==> src/rtl/multicycle_controller.sv <==
// Multi-cycle FSM sequencer for the RV32I-subset core: steps each instruction through
// fetch/decode/execute/writeback and drives all datapath selects and write enables.
module multicycle_controller #(
    parameter bit TRAP_ON_ILLEGAL = 1'b1
) (
    input  logic       clk,
    input  logic       rst,
    input  logic [6:0] opc,
    input  logic [2:0] f3,
    input  logic [6:0] f7,
    input  logic       zero,
    input  logic       sign,
    input  logic       mem_ready,
    output logic       PCWrite,
    output logic       AdrSrc,
    output logic       MemW,
    output logic       IRWrite,
    output logic       RegW,
    output logic [1:0] ResSrc,
    output logic [1:0] AluSrcA,
    output logic [1:0] AluSrcB,
    output logic [3:0] AluCu,
    output logic [2:0] ImmSrc,
    output logic       done,
    output logic       halted
);
    typedef enum logic [3:0] {
        S_FETCH, S_DECODE, S_MEMADR, S_MEMREAD, S_MEMWB, S_MEMWRITE, S_EXEC_R,
        S_EXEC_I, S_ALUWB, S_JALR_ADR, S_JAL, S_BRANCH, S_LUI_WB, S_TRAP
    } state_t;

    localparam logic [6:0] OP_LW   = 7'b0000011;
    localparam logic [6:0] OP_SW   = 7'b0100011;
    localparam logic [6:0] OP_R    = 7'b0110011;
    localparam logic [6:0] OP_I    = 7'b0010011;
    localparam logic [6:0] OP_JAL  = 7'b1101111;
    localparam logic [6:0] OP_JALR = 7'b1100111;
    localparam logic [6:0] OP_B    = 7'b1100011;
    localparam logic [6:0] OP_LUI  = 7'b0110111;

    localparam logic [3:0] ALU_AND  = 4'b0000;
    localparam logic [3:0] ALU_OR   = 4'b0001;
    localparam logic [3:0] ALU_ADD  = 4'b0010;
    localparam logic [3:0] ALU_XOR  = 4'b0011;
    localparam logic [3:0] ALU_SUB  = 4'b0110;
    localparam logic [3:0] ALU_SLT  = 4'b0111;
    localparam logic [3:0] ALU_SLTU = 4'b1000;

    state_t state_q, state_d;

    function automatic logic [3:0] f3_alu(input logic [2:0] f);
        case (f)
            3'b000:  return ALU_ADD;
            3'b111:  return ALU_AND;
            3'b110:  return ALU_OR;
            3'b100:  return ALU_XOR;
            3'b010:  return ALU_SLT;
            3'b011:  return ALU_SLTU;
            default: return ALU_ADD;
        endcase
    endfunction

    always_ff @(posedge clk or posedge rst) begin
        if (rst) state_q <= S_FETCH;
        else     state_q <= state_d;
    end

    always_comb begin
        state_d = state_q;
        PCWrite = 1'b0;
        AdrSrc  = 1'b0;
        MemW    = 1'b0;
        IRWrite = 1'b0;
        RegW    = 1'b0;
        ResSrc  = 2'b00;
        AluSrcA = 2'b00;
        AluSrcB = 2'b00;
        AluCu   = ALU_ADD;
        done    = 1'b0;
        halted  = 1'b0;

        case (opc)
            OP_SW:   ImmSrc = 3'b001;
            OP_B:    ImmSrc = 3'b010;
            OP_JAL:  ImmSrc = 3'b011;
            OP_LUI:  ImmSrc = 3'b100;
            default: ImmSrc = 3'b000;
        endcase

        case (state_q)
            S_FETCH: begin
                AluSrcB = 2'b10;
                ResSrc  = 2'b10;
                IRWrite = mem_ready;
                PCWrite = mem_ready;
                if (mem_ready) state_d = S_DECODE;
            end
            S_DECODE: begin
                AluSrcA = 2'b01;
                AluSrcB = 2'b01;
                case (opc)
                    OP_LW, OP_SW: state_d = S_MEMADR;
                    OP_R:         state_d = S_EXEC_R;
                    OP_I:         state_d = S_EXEC_I;
                    OP_JAL:       state_d = S_JAL;
                    OP_JALR:      state_d = S_JALR_ADR;
                    OP_B:         state_d = S_BRANCH;
                    OP_LUI:       state_d = S_LUI_WB;
                    default: begin
                        if (TRAP_ON_ILLEGAL) begin
                            state_d = S_TRAP;
                        end else begin
                            state_d = S_FETCH;
                            done    = 1'b1;
                        end
                    end
                endcase
            end
            S_MEMADR: begin
                AluSrcA = 2'b10;
                AluSrcB = 2'b01;
                state_d = (opc == OP_SW) ? S_MEMWRITE : S_MEMREAD;
            end
            S_MEMREAD: begin
                AdrSrc = 1'b1;
                if (mem_ready) state_d = S_MEMWB;
            end
            S_MEMWB: begin
                ResSrc  = 2'b01;
                RegW    = 1'b1;
                done    = 1'b1;
                state_d = S_FETCH;
            end
            S_MEMWRITE: begin
                AdrSrc = 1'b1;
                MemW   = 1'b1;
                done   = mem_ready;
                if (mem_ready) state_d = S_FETCH;
            end
            S_EXEC_R: begin
                AluSrcA = 2'b10;
                if (f7 == 7'b0100000 && f3 == 3'b000) AluCu = ALU_SUB;
                else if (f7 == 7'b0000000)            AluCu = f3_alu(f3);
                state_d = S_ALUWB;
            end
            S_EXEC_I: begin
                AluSrcA = 2'b10;
                AluSrcB = 2'b01;
                AluCu   = f3_alu(f3);
                state_d = S_ALUWB;
            end
            S_ALUWB: begin
                RegW    = 1'b1;
                done    = 1'b1;
                state_d = S_FETCH;
            end
            S_JALR_ADR: begin
                AluSrcA = 2'b10;
                AluSrcB = 2'b01;
                state_d = S_JAL;
            end
            // Target already sits in ALUOut; ALU concurrently forms the link value OldPC+4.
            S_JAL: begin
                AluSrcA = 2'b01;
                AluSrcB = 2'b10;
                PCWrite = 1'b1;
                state_d = S_ALUWB;
            end
            S_BRANCH: begin
                AluSrcA = 2'b10;
                AluCu   = ALU_SUB;
                done    = 1'b1;
                case (f3)
                    3'b000:  PCWrite = zero;
                    3'b001:  PCWrite = ~zero;
                    3'b100:  PCWrite = sign;
                    3'b101:  PCWrite = ~sign | zero;
                    default: PCWrite = 1'b0;
                endcase
                state_d = S_FETCH;
            end
            S_LUI_WB: begin
                ResSrc  = 2'b11;
                RegW    = 1'b1;
                done    = 1'b1;
                state_d = S_FETCH;
            end
            S_TRAP:  halted = 1'b1;
            default: state_d = S_FETCH;
        endcase

        // Reset is async, so strobes must be killed combinationally in the same cycle.
        if (rst) begin
            PCWrite = 1'b0;
            MemW    = 1'b0;
            IRWrite = 1'b0;
            RegW    = 1'b0;
            done    = 1'b0;
            halted  = 1'b0;
        end
    end
endmodule

==> config.mk <==
export PLATFORM = sky130hd
export DESIGN_NAME = multicycle_controller
export DESIGN_NICKNAME = d
export VERILOG_FILES = /design/src/rtl/multicycle_controller.sv
export SDC_FILE = /design/constraint.sdc
export NUM_CORES = 1
export LEC_CHECK = 0
export CAP_MARGIN = 20
export CORE_MARGIN = 1
export CORE_UTILIZATION = 42
export DETAILED_ROUTE_END_ITERATION = 8
export GPL_ROUTABILITY_DRIVEN = 0
export PLACE_DENSITY_LB_ADDON = 0.08
export SYNTH_ARGS = -nofsm -noshare
export SYNTH_HDL_FRONTEND = slang
export SYNTH_SLANG_ARGS = --single-unit
==> constraint.sdc <==
create_clock -name clk -period 3.12 [get_ports clk]
set_input_delay 0.312 -clock clk [delete_from_list [all_inputs] [get_ports clk]]
set_output_delay 0.312 -clock clk [all_outputs]
set_load 0.02 [all_outputs]
==> flow_summary.yaml <==
synth:
  synth.distinct_cells: 35
  synth_top_area_share_pct: 12.8
  synth_seq_area_share_pct: 12.8
  synth_xor_xnor_area_share_pct: 4.49
  yosys.area_share.simple_pct: 49.3
  yosysTopAreaCell: "dfrtp_1"
  avgSynthCellArea_um2: 6.66
  synthAdderAreaFrac_pct: 0
  netlist_area_um2: 779
  synth_seq_cells: 4
  syn_nets: 139
  synthCells: 117
  yosysWarnings: 0
  synth_area_leaders: "dfrtp_1 (13%), nor2_1 (7.2%), o21ai_0 (6.4%)"
  synth_compound_area_share_pct: 21.7
  synth_top_family_by_area: "simple AND/OR/NAND/NOR gates"
  muxShareOfSynthArea_pct: 2.57
die:
  initial_core_util_pct: 45.1
  fp.coreArea_um2: 1730
  fp.dieH_um: 45.1
  dieArea_um2: 2030
  die_x_um: 45.1
  num_rows: 15
  ios: 42
grt:
  grt_overflow_total: 0
  grt_pass1_vias: 809
  grt_pass1_wl_mm: 3.38
  grt_max_degree: 21
  antenna_found_initial: 0
  grt_use_total_pct: 21.9
sta:
  maxSlewHeadroom_pct: 60.4
  final_max_slew_viol_count: 0
  rsz0062_at_grt: "no"
  finalSetupTns_ns: 0
  hold_violations: 0
  min_period_ns: 2.63
  fin_crit_sh_pct: 84.4
  worst_pin_slew_ns: 0.593
  finalSetupViolCount: 0
  clock_skew_ns: 0.000909
  fmax_mhz: 380
final_layout:
  largest_register_ffs: 4
  instances_no_fill: 181
  syn2layout_area_growth_pct: 54.3
  finalInstanceArea_um2: 1200
  reg_top3: "state_q: 4 flops"
  largest_register: "state_q"
  layout-drive-gt1-share_pct: 7.69
  antenna_cells: 0
  num-nets-final: 180
  fillers: 165
clock_network:
  clock_latency_ns: 0.23
  cts_tree: "built"
  clock_path_buffers: 2
  cts_sinks: 4
  path_clk_slew_ns: 0.04
  h-tree-depth: 1
  cts_buffers: 3
  cts_setup_buffers: 0
  clockRootBuffer: "clkbuf_4"
  cts.repair.resized: 0
  cts_hold_buf: 0
detailed_routing:
  drt-initial-drc-count: 16
  viasPerCell: 5.35
  wl_per_cell_um: 11.8
  drt_wl_total_mm: 2.14
  vias: 969
  drt-pass1-iter-count: 4
  postRouteAntennaNets: 0
  drc: 0
power_and_ir_drop:
  vdd_drop_max_mv: 0.404
  p_total_mw: 0.836
  leakage_nw: 0.455
  power.density_nw_per_um2: 695
worst_setup_path:
  cp.arrival_ns: 2.32
  path_class: "primary input to output pin"
  crit_path_start_kind: "primary input"
  crit_path_end_kind: "output pin"
  required_ns: 2.81
  worstPathMaxFanout: 3
run:
  max_cap_viol_count: 0
placement:
  dp_cells: 178
  hpwl_mm: 1.70
  placed_cell_area_um2: 1180
  port-buffer-count: 41
min_path:
  min_path_type: "primary input to async pin"
run_status:
  outcome: "finished, final reports clean"
## logic make-up after synthesis
family,count (synthesis)
and+or+nand+nor,68
AOI/OAI and AO/OA,28
buffers and inverters,11
xor gates and xnor gates,4
DFF,4
muxes,2
## metal layers
| layer | up-vias | share of wire, % | track usage [%] |
|---|---|---|---|
| met3 | 2 | 5.3 | 3.20 |
| li1 | 506 | - | - |
| met4 | 0 | 0.37 | 5.45 |
| met1 | 432 | 46 | 29.1 |
| met5 | - | 0 | 0 |
| met2 | 29 | 48 | 37.1 |
## layout by cell type, fill, tap and decap left out, drive strengths merged, types with 3 or more instances in the layout
| cell type | instances |
|---|---|
| inv | 4 |
| nor2 | 15 |
| nand2 | 13 |
| nor3 | 8 |
| clkdlybuf4s50 | 41 |
| nor2b | 5 |
| nand3 | 7 |
| clkbuf | 3 |
| a21oi | 10 |
| and4b | 3 |
| nand2b | 5 |
| o21ai | 11 |
| dfrtp | 4 |
| xor2 | 3 |
| nor4 | 4 |
## report_power, final
group	total [mW]	switching (mW)	internal, mW
Sequential	0.124	0.0496	0.0748
Clock	0.0628	0.0198	0.0429
Combinational	0.649	0.355	0.294
## stage by stage
| step | util [%] | hold slack, ns | setup WS [ns] |
|---|---|---|---|
| floorplan | - | 0.0835 | 1.31 |
| global placement | 68.3 | 0.672 | 0.540 |
| detailed placement | 68.3 | 0.679 | 0.470 |
| CTS | 69.6 | 0.438 | 0.470 |
| global route | 69.6 | 0.474 | 0.319 |
| finish | 69.6 | 0.430 | 0.486 |
## area by class of cell
cell class	count	area, µm²	area share (%)
Clock buffer	3	22.5	1.87
Multi-Input combinational cell	102	608	50.6
Sequential cell	4	100	8.32
Inverter	4	15.0	1.25
Timing Repair Buffer	43	425	35.4
Tap cell	25	31.3	2.60
## Yosys cell counts (all sizes together)
master and count:
o22a 1, buf 4, nand4 2, and3 2, o21a 1, nor4 4
and3b 1, a21oi 10, nor3 8, nand3 7, o221ai 1, xor2 3
nand2b 5, nor3b 1, mux2i 2, nor2b 5, and4b 3, and4 1
o22ai 1, a31oi 1, clkbuf 3, xnor2 1, dfrtp 4, o21ai 11
a2111oi 1, inv 4, nor2 15, o31ai 1, nand3b 1, nand2 13
## worst paths after layout
kind / startpoint / endpoint / slack [ns] / cells past startpoint
max: f7[1] / AluCu[2] / 0.49 / 7
min: rst / state_q[3]$_DFFE_PP0P_ / 0.43 / 2
max reg2reg: state_q[3]$_DFFE_PP0P_ / state_q[0]$_DFFE_PP0P_ / 1.57 / 4
min reg2reg: state_q[1]$_DFFE_PP0P_ / state_q[1]$_DFFE_PP0P_ / 0.71 / 3
max in group asynchronous: rst / state_q[0]$_DFFE_PP0P_ / 2.53 / 2
min in group clk: state_q[1]$_DFFE_PP0P_ / state_q[1]$_DFFE_PP0P_ / 0.71 / 3
## worst max-delay path: stages
cell and delay, ns:
clkdlybuf4s50_1 0.44, nor4_4 0.31, a21oi_2 0.10, nor3b_2 0.25, nor2b_1 0.07, o31ai_1 0.19, clkdlybuf4s50_1 0.64
(Power assumes the default switching activity.)
